## src/rtl/data_crossbar_if.sv

```systemverilog
// Bus bundle between the rx FIFO bank, the crossbar and the shared-data tx FIFO bank.
// The slave modport is the crossbar side; master is the FIFO-bank / environment side.
interface data_crossbar_if #(
  parameter int unsigned M  = 8,
  parameter int unsigned N  = 8,
  parameter int unsigned O  = 8,
  parameter int unsigned CW = 16
);
  logic [M*O-1:0] rx;
  logic [M-1:0]   rx_rdy;
  logic [M-1:0]   rx_pop;
  logic [N*M-1:0] lut;
  logic [N-1:0]   tx_full;
  logic [O-1:0]   tx;
  logic [N-1:0]   tx_cke;
  logic [CW-1:0]  drop_cnt;

  modport master (
    output rx, rx_rdy, lut, tx_full,
    input  rx_pop, tx, tx_cke, drop_cnt
  );

  modport slave (
    input  rx, rx_rdy, lut, tx_full,
    output rx_pop, tx, tx_cke, drop_cnt
  );
endinterface

```

## src/rtl/data_crossbar.sv

```systemverilog
// M-to-N frame crossbar: work-conserving round-robin grant over rx FIFOs, multicast to tx FIFOs
// per routing LUT, with stall/drop back-pressure policy and a saturating drop counter.
module data_crossbar #(
  parameter int unsigned M     = 8,
  parameter int unsigned N     = 8,
  parameter int unsigned O     = 8,
  parameter int unsigned STALL = 1,
  parameter int unsigned CW    = 16
) (
  input logic           clk,
  input logic           rst,
  data_crossbar_if.slave bus
);

  localparam int unsigned PW = (M > 1) ? $clog2(M) : 1;
  // Sum width wide enough that base + per-grant drops cannot wrap before saturation.
  localparam int unsigned SW = CW + $clog2(N + 1) + 1;
  localparam logic [CW-1:0] DropMax = '1;

  logic [PW-1:0] r_ptr;
  logic [M-1:0]  r_pop;
  logic [O-1:0]  r_tx;
  logic [N-1:0]  r_cke;
  logic [CW-1:0] r_drop;

  logic [M-1:0]  w_elig;
  logic          w_found;
  logic [PW-1:0] w_gnt;
  int unsigned   w_idx;
  logic [N-1:0]  w_row;
  logic [N-1:0]  w_cke;
  logic [SW-1:0] w_ndrop;
  logic [SW-1:0] w_sum;
  logic [CW-1:0] w_drop_d;

  // A pending pop masks its input so the same FIFO head is never granted twice.
  always_comb begin
    w_elig = '0;
    for (int unsigned i = 0; i < M; i++) begin
      w_elig[i] = bus.rx_rdy[i] & ~r_pop[i];
      if (STALL != 0 && (bus.lut[i*N +: N] & bus.tx_full) != '0) begin
        w_elig[i] = 1'b0;
      end
    end
  end

  always_comb begin
    w_found = 1'b0;
    w_gnt   = '0;
    w_idx   = 0;
    for (int unsigned k = 0; k < M; k++) begin
      w_idx = 32'(r_ptr) + k;
      if (w_idx >= M) begin
        w_idx = w_idx - M;
      end
      if (!w_found && w_elig[w_idx]) begin
        w_found = 1'b1;
        w_gnt   = PW'(w_idx);
      end
    end
  end

  always_comb begin
    w_row   = bus.lut[32'(w_gnt)*N +: N];
    w_cke   = (STALL != 0) ? w_row : (w_row & ~bus.tx_full);
    w_ndrop = '0;
    if (w_row == '0) begin
      w_ndrop = SW'(1);
    end else if (STALL == 0) begin
      w_ndrop = SW'($countones(w_row & bus.tx_full));
    end
    w_sum    = SW'(r_drop) + w_ndrop;
    w_drop_d = (w_sum > SW'(DropMax)) ? DropMax : w_sum[CW-1:0];
  end

  always_ff @(posedge clk) begin
    if (rst) begin
      r_ptr  <= '0;
      r_pop  <= '0;
      r_tx   <= '0;
      r_cke  <= '0;
      r_drop <= '0;
    end else begin
      r_pop <= '0;
      r_cke <= '0;
      if (w_found) begin
        r_pop  <= {{(M-1){1'b0}}, 1'b1} << w_gnt;
        r_cke  <= w_cke;
        r_tx   <= bus.rx[32'(w_gnt)*O +: O];
        r_ptr  <= (w_gnt == PW'(M - 1)) ? '0 : w_gnt + 1'b1;
        r_drop <= w_drop_d;
      end
    end
  end

  assign bus.rx_pop   = r_pop;
  assign bus.tx_cke   = r_cke;
  assign bus.tx       = r_tx;
  assign bus.drop_cnt = r_drop;

endmodule

```

## src/flat_wrapper.sv

```systemverilog
// flat-port wrapper written by rule: the top's interface ports become plain ports
module data_crossbar_flat 
#(
  parameter int unsigned M     = 8,
  parameter int unsigned N     = 8,
  parameter int unsigned O     = 8,
  parameter int unsigned STALL = 1,
  parameter int unsigned CW    = 16
)
  (clk, rst, bus_rx, bus_rx_rdy, bus_lut, bus_tx_full, bus_rx_pop, bus_tx, bus_tx_cke, bus_drop_cnt);
  data_crossbar_if #(.M(M), .N(N), .O(O), .CW(CW)) bus_i ();
  input logic clk;
  input logic rst;
  input wire logic [$bits(bus_i.rx)-1:0] bus_rx;
  input wire logic [$bits(bus_i.rx_rdy)-1:0] bus_rx_rdy;
  input wire logic [$bits(bus_i.lut)-1:0] bus_lut;
  input wire logic [$bits(bus_i.tx_full)-1:0] bus_tx_full;
  output wire logic [$bits(bus_i.rx_pop)-1:0] bus_rx_pop;
  output wire logic [$bits(bus_i.tx)-1:0] bus_tx;
  output wire logic [$bits(bus_i.tx_cke)-1:0] bus_tx_cke;
  output wire logic [$bits(bus_i.drop_cnt)-1:0] bus_drop_cnt;
  assign bus_i.rx = bus_rx;
  assign bus_i.rx_rdy = bus_rx_rdy;
  assign bus_i.lut = bus_lut;
  assign bus_i.tx_full = bus_tx_full;
  assign bus_rx_pop = bus_i.rx_pop;
  assign bus_tx = bus_i.tx;
  assign bus_tx_cke = bus_i.tx_cke;
  assign bus_drop_cnt = bus_i.drop_cnt;
  data_crossbar #(.M(M), .N(N), .O(O), .STALL(STALL), .CW(CW)) u_core (.clk(clk), .rst(rst), .bus(bus_i));
endmodule
```

## config.mk

```make
export PLATFORM = sky130hd
export DESIGN_NAME = data_crossbar_flat
export DESIGN_NICKNAME = d
export VERILOG_FILES = /design/src/rtl/data_crossbar_if.sv /design/src/rtl/data_crossbar.sv /design/src/flat_wrapper.sv
export SDC_FILE = /design/constraint.sdc
export NUM_CORES = 1
export LEC_CHECK = 0
export ABC_AREA = 1
export CAP_MARGIN = 30
export CORE_MARGIN = 4
export CORE_UTILIZATION = 44
export CTS_CLUSTER_SIZE = 25
export DETAILED_ROUTE_END_ITERATION = 16
export PLACE_DENSITY = 0.94
export SETUP_SLACK_MARGIN = 0.15
export SLEW_MARGIN = 5
export SYNTH_ARGS = -nofsm -noshare
export SYNTH_HDL_FRONTEND = slang
export SYNTH_SLANG_ARGS = --single-unit
```

## constraint.sdc

```tcl
create_clock -name clk -period 6.06 [get_ports clk]
set_input_delay 0.606 -clock clk [delete_from_list [all_inputs] [get_ports clk]]
set_output_delay 0.606 -clock clk [all_outputs]
set_load 0.1 [all_outputs]
```

## Word level (Yosys, flattened, before mapping)

Index checks and enable logic that the tools add are counted.
Widths: inputs -> output; s select.

| cells by class | value |
|---|---|
| muxes and demuxes | 51 |
| eq/ne operators | 1 |
| reductions and logical operators | 24 |
| bitwise gates (word level) | 25 |
| add/subtract/negate cells | 17 |
| order comparisons | 17 |
| multipliers | 0 |
| shift-type cells | 3 |
| divide/modulo/power cells | 0 |

Operator list:

| cell | number |
|---|---|
| $lt 32x4->1 const B | 8 |
| $mux 32 | 8 |
| $ge 32x4->1 const B | 7 |
| $sub 32x4->32 const B | 7 |
| $shiftx 64x7->8 | 2 |
| $and 8x8->8 | 8 |
| $reduce_bool 8->1 | 8 |
| $mux 3 | 9 |
| $mux 1 | 25 |
| $bmux 1 s3 | 8 |
| $gt 21x16->1 const B | 1 |
| $add 16x1->17 | 1 |
| $add 3x3->4 const B | 4 |
| $mux 16 | 1 |
| $not 1->1 | 9 |
| $add 3x2->4 const B | 2 |
| $and 1x1->1 | 8 |
| $logic_not 8->1 | 1 |
| $shl 1x3->8 const A | 1 |
| $logic_and 1x1->1 | 7 |
| $logic_not 1->1 | 7 |
| $sub 3x4->5 const B | 1 |
| $add 3x1->4 const B | 1 |
| $ge 3x4->1 const B | 1 |
| other kinds (3) | 3 |

| word-level totals | value |
|---|---|
| word-level logic and storage cells | 143 |
| bits in latches | 0 |
| input port bits | 146 |
| memories | 0 |
| register bits after elaboration | 43 |
| memory bits (writable) | 0 |
| memory bits (read-only) | 0 |

## Depth between registers and ports, before layout

| logic depth | value |
|---|---|
| word-level depth | 33 |
| depth in mapped cells | 37 |
| gate-level depth less buffers | 35 |

## Worst setup path after synthesis

Ideal clock, no wire load.

| timing | value |
|---|---|
| kind | register -> register |
| start point | reg u_core.r_pop[6] (netlist: u_core.bus.rx_pop[6]) |
| end point | reg u_core.r_drop[14] (netlist: u_core.bus.drop_cnt[14]) |
| cell stages (with the launch flop) | 34 |
| slack | 1.493 ns |
| data required time | 5.933 ns |
| arrival | 4.440 ns |
| path through | dfxtp_1 -> inv_1 -> nand2_1 -> a21oi_1 -> nand3_1 -> nand2_1 -> nand3_1 -> nand3_1 -> nand2_1 -> nand3_2 -> nor2_4 -> nand2_4 -> nor2_8 -> nand4_1 -> nand3_2 -> clkbuf_4 -> nand3_1 -> nand3_1 -> nand2_1 -> nor2_1 -> nand2_1 -> nor2_1 -> ha_1 -> ha_1 -> nand3_1 -> inv_1 -> nand3_1 -> nor2_1 -> inv_1 -> nor3_1 -> nand3_1 -> nor3_1 -> and2_1 -> o21ai_0 |

| between the ends | value |
|---|---|
| cells in the longest elaborated chain, start to end | 33 |

Ends and longest elaborated chain:

| item | RTL line | source |
|---|---|---|
| start, declared | data_crossbar.sv:21 | `logic [M-1:0] r_pop;` |
| start signal, assigned | data_crossbar.sv:87 | `r_pop <= {{(M-1){1'b0}}, 1'b1} << w_gnt;` |
| $not 1->1 (*) | data_crossbar.sv:40 | `w_elig[i] = bus.rx_rdy[i] & ~r_pop[i];` |
| $and 1x1->1 (*) | data_crossbar.sv:40 |  |
| $mux 1 (*) | data_crossbar.sv:41 | `if (STALL != 0 && (bus.lut[i*N +: N] & bus.tx_full) != '0) begin` |
| $bmux 1 s3 | data_crossbar.sv:56 | `if (!w_found && w_elig[w_idx]) begin` |
| $mux 1 (implied by the code) | data_crossbar.sv:56 |  |
| $mux 1 | data_crossbar.sv:56 |  |
| $logic_not 1->1 | data_crossbar.sv:56 |  |
| $logic_and 1x1->1 | data_crossbar.sv:56 |  |
| [17 not listed] | - |  |
| $logic_and 1x1->1 | data_crossbar.sv:56 |  |
| $mux 3 | data_crossbar.sv:56 |  |
| $shiftx 64x7->8 | data_crossbar.sv:64 | `w_row = bus.lut[32'(w_gnt)*N +: N];` |
| $logic_not 8->1 | data_crossbar.sv:67 | `if (w_row == '0) begin` |
| $mux 1 | data_crossbar.sv:67 |  |
| $add 16x1->17 | data_crossbar.sv:72 | `w_sum = SW'(r_drop) + w_ndrop;` |
| $gt 21x16->1 | data_crossbar.sv:73 | `w_drop_d = (w_sum > SW'(DropMax)) ? DropMax : w_sum[CW-1:0];` |
| $mux 16 | data_crossbar.sv:73 |  |
| end signal, assigned | data_crossbar.sv:91 | `r_drop <= w_drop_d;` |
| end, declared | data_crossbar.sv:24 | `logic [CW-1:0] r_drop;` |

Mark *: on every way between the ends. The rest lies on a longest branch, timed or not. The select of a mux whose other input is x is not followed.
A chain may end at the register's enable or synchronous reset.

## Worst setup path in the final report

| timing | value |
|---|---|
| start point | in bus_tx_full[2] |
| end point | reg u_core.r_drop[3] (netlist: u_core.bus.drop_cnt[3]) |

| between the ends | value |
|---|---|
| cells in the longest elaborated chain, start to end | 33 |

Ends and longest elaborated chain:

| item | RTL line | source |
|---|---|---|
| start, declared | flat_wrapper.sv:17 | `input wire logic [$bits(bus_i.tx_full)-1:0] bus_tx_full;` |
| $and 8x8->8 | data_crossbar.sv:41 |  |
| $reduce_bool 8->1 | data_crossbar.sv:41 |  |
| $mux 1 | data_crossbar.sv:41 |  |
| $bmux 1 s3 | data_crossbar.sv:56 |  |
| $mux 1 (implied by the code) | data_crossbar.sv:56 |  |
| $mux 1 | data_crossbar.sv:56 |  |
| $logic_not 1->1 | data_crossbar.sv:56 |  |
| $logic_and 1x1->1 | data_crossbar.sv:56 |  |
| [17 not listed] | - |  |
| $logic_and 1x1->1 | data_crossbar.sv:56 |  |
| $mux 3 | data_crossbar.sv:56 |  |
| $shiftx 64x7->8 | data_crossbar.sv:64 |  |
| $logic_not 8->1 | data_crossbar.sv:67 |  |
| $mux 1 | data_crossbar.sv:67 |  |
| $add 16x1->17 | data_crossbar.sv:72 |  |
| $gt 21x16->1 | data_crossbar.sv:73 |  |
| $mux 16 | data_crossbar.sv:73 |  |

Several ways; a longest one is shown, not always the timed one. The select of a mux whose other input is x is not followed.

==> impl_metrics.env <==
export IMPL_status="completed"
export IMPL_synth_mux_area_frac=0
export IMPL_reg2reg_depth=31
export IMPL_h_tree_depth=2
export IMPL_cp_slowest_cell="clkdlybuf4s50_1"
export IMPL_track_usage=0.288
export IMPL_cts_tree="done"
export IMPL_cts_setup_buffers=0
export IMPL_path_delay_family="simple AND/OR/NAND/NOR gates"
export IMPL_finClkSkew_ns=0.00605
export IMPL_start_util=0.453
export IMPL_min_path_type="flip-flop to flip-flop"
export IMPL_drt_wirelength_per_cell_um=15.8
export IMPL_syn_area_um2=4430
export IMPL_nFillCells=837
export IMPL_min_from="u_core.bus.drop_cnt[0]$_SDFFE_PP0N_"
export IMPL_synth_area_leader_cell="nand3_1"
export IMPL_clock_path_buffers=2
export IMPL_yosys_area_share_simple=0.573
export IMPL_yosys_register_bits=43
export IMPL_ctsResizeCount=0
export IMPL_yosys_cell_count_top_type="nand2_1"
export IMPL_ios=186
export IMPL_cp_depth=34
export IMPL_fmax_mhz=183
export IMPL_grt_max_degree=36
export IMPL_drv_slew=0
export IMPL_vias_per_cell=5.52
export IMPL_arrival_ns=5.68
export IMPL_setup_viol=0
export IMPL_rsz0062_at_grt="false"
export IMPL_synth_xor_area_frac=0.0215
export IMPL_synth_edff_count=0
export IMPL_antenna_cells=0
export IMPL_worstMarginPinSlew_ns=1.03
export IMPL_crit_fanout=33
export IMPL_cts_sinks=43
export IMPL_via_count=6028
export IMPL_drv_cap=0
export IMPL_synth_compound_area_frac=0.0695
export IMPL_synth_common_cells="nand2_1 (265), nand3_1 (211), inv_1 (58), nor2_1 (49), dfxtp_1 (43)"
export IMPL_drive_above_1_share=0.0615
export IMPL_path_clk_slew_ns=0.09
export IMPL_die_w_um=108
export IMPL_core_um2=9770
export IMPL_cp_num_buf_inv=6
export IMPL_synth_cells=795
export IMPL_nets=1113
export IMPL_r2r_start="u_core.r_ptr[0]$_SDFFE_PP0N_"
export IMPL_yosysWarnings=0
export IMPL_avgSynthCellArea_um2=5.57
export IMPL_drt_pass1_iterations=6
export IMPL_synth_seq_area_share=0.194
export IMPL_min_to="u_core.bus.drop_cnt[0]$_SDFFE_PP0N_"
export IMPL_drc=0
export IMPL_yosysUniqueCellTypes=37
export IMPL_multiInputGateArea_um2=3050
export IMPL_die_area_um2=11700
export IMPL_overflow=0
export IMPL_setup_tns_final_ns=0
export IMPL_worst_setup_path_type="input port to flip-flop"
export IMPL_yosys_top_cells_area="nand3_1 (24%), nand2_1 (22%), dfxtp_1 (19%)"
export IMPL_relSlewSlack=0.313
export IMPL_synth_top_area_frac=0.238
export IMPL_numCtsBuffers=5
export IMPL_startpoint="bus_tx_full[2]"
export IMPL_ff2ff_setup_slack_ns=0.79
export IMPL_synth_fa_ha_area_frac=0.0226
export IMPL_synthArstFlopShare=0
export IMPL_gp_congestion=1.03
export IMPL_syn_num_nets=949
export IMPL_critPathLaunchType="input port"
export IMPL_antenna_found_initial=0
export IMPL_drtIter0Drc=507
export IMPL_synth_top_family_by_area="simple AND/OR/NAND/NOR gates"
export IMPL_ys_flop_type="dfxtp_1"
export IMPL_rr_endpoint="u_core.bus.drop_cnt[3]$_SDFFE_PP0N_"
export IMPL_routed_wl_um=17300
export IMPL_rows=36
export IMPL_fin_crit_ns=5.46
export IMPL_postCtsHoldBufs=0
export IMPL_grt_pass1_vias=5584
export IMPL_worstPathRequired_ns=6.28
export IMPL_antenna_left=0
export IMPL_whs_path_depth=2
export IMPL_seqCellArea_um2=861
export IMPL_hold_violations=0
export IMPL_cp_slowest_stage_delay_ns=0.62
export IMPL_die_h_um=108
export IMPL_grt_pass1_wl_um=26800
export IMPL_endpoint_kind="flip-flop"
export IMPL_area_delta_synth_final_pct=45.7
export IMPL_finalCritPeriodShare=0.901
export IMPL_io_buffers=185
export IMPL_clockRootBuffer="clkbuf_8"
export IMPL_dpl_hpwl_um=13900
export IMPL_clk_latency_ns=0.30
worst max-delay path by stage:
stage                                                 endpoint  slack (ns)
after floorplan           u_core.bus.drop_cnt[14]$_SDFFE_PP0N_        1.49
after global placement    u_core.bus.drop_cnt[14]$_SDFFE_PP0N_        0.53
after detailed placement  u_core.bus.drop_cnt[14]$_SDFFE_PP0N_        0.49
after CTS                 u_core.bus.drop_cnt[14]$_SDFFE_PP0N_        0.79
after global routing      u_core.bus.drop_cnt[14]$_SDFFE_PP0N_        0.15
final                      u_core.bus.drop_cnt[3]$_SDFFE_PP0N_        0.60
kinds of logic (layout without fill, tap and decap cells):
| group | Yosys count | count (layout) |
|---|---|---|
| adders and majority gates | 8 | 8 |
| buffers and inverters | 118 | 283 |
| and+or+nand+nor | 559 | 559 |
| xor gates and xnor gates | 10 | 10 |
| AOI/OAI and AO/OA | 57 | 57 |
| DFF | 43 | 43 |
routing by layer:
| metal | vias to the layer above | track usage | part of all wire |
|---|---|---|---|
| met4 | 0 | 0.123 | 0.046 |
| met5 | - | 0 | 0 |
| met3 | 64 | 0.0722 | 0.12 |
| met1 | 2643 | 0.339 | 0.37 |
| met2 | 404 | 0.496 | 0.46 |
| li1 | 2917 | - | - |
metrics by stage:
step / area (um2) / utilization / hold slack [ns] / std cells / setup WS, ns
after floorplan: 4430 / - / 0.675 / 795 / 1.49
after global placement: 6300 / 0.645 / 0.503 / 1083 / 0.530
after detailed placement: 6360 / 0.651 / 0.510 / 1085 / 0.494
after CTS: 6440 / 0.659 / 0.524 / 1093 / 0.791
after global routing: 6450 / 0.660 / 0.538 / 1093 / 0.149
final: 6450 / 0.660 / 0.520 / 1093 / 0.602
cell type report:
cell class,instances,area share
well taps,133,0.0258
multi-input cells,634,0.472
clock inverters,2,0.00194
clock buffers,6,0.0112
repair buffers,202,0.313
flip-flops and latches,43,0.133
inverters,73,0.0425
layout by cell type (no fill, tap or decap), types with 8 or more instances in the layout:
| master | count |
|---|---|
| a21oi_1 | 19 |
| buf_4 | 15 |
| clkdlybuf4s50_1 | 185 |
| dfxtp_1 | 43 |
| ha_1 | 8 |
| inv_1 | 58 |
| inv_2 | 15 |
| nand2_1 | 265 |
| nand3_1 | 211 |
| nor2_1 | 49 |
| o21ai_0 | 25 |
worst register-to-register path: cells and delay by family (launching register included):
family / cells / cell delay, ns
AO/OA/AOI/OAI: 1 / 0.19
adder cells (fa/ha/maj): 3 / 0.88
buffers and inverters: 7 / 0.83
flip-flops: 1 / 0.35
AND/OR/NAND/NOR: 20 / 2.94
registers in the layout, indices dropped and copies added, names as in the netlist:
signal               count
u_core.r_ptr             3
u_core.bus.tx_cke        8
u_core.bus.tx            8
u_core.bus.drop_cnt     16
u_core.bus.rx_pop        8
Power is not shown: default switching activity piles up to over one toggle a cycle in this logic, so the estimate is an artifact.
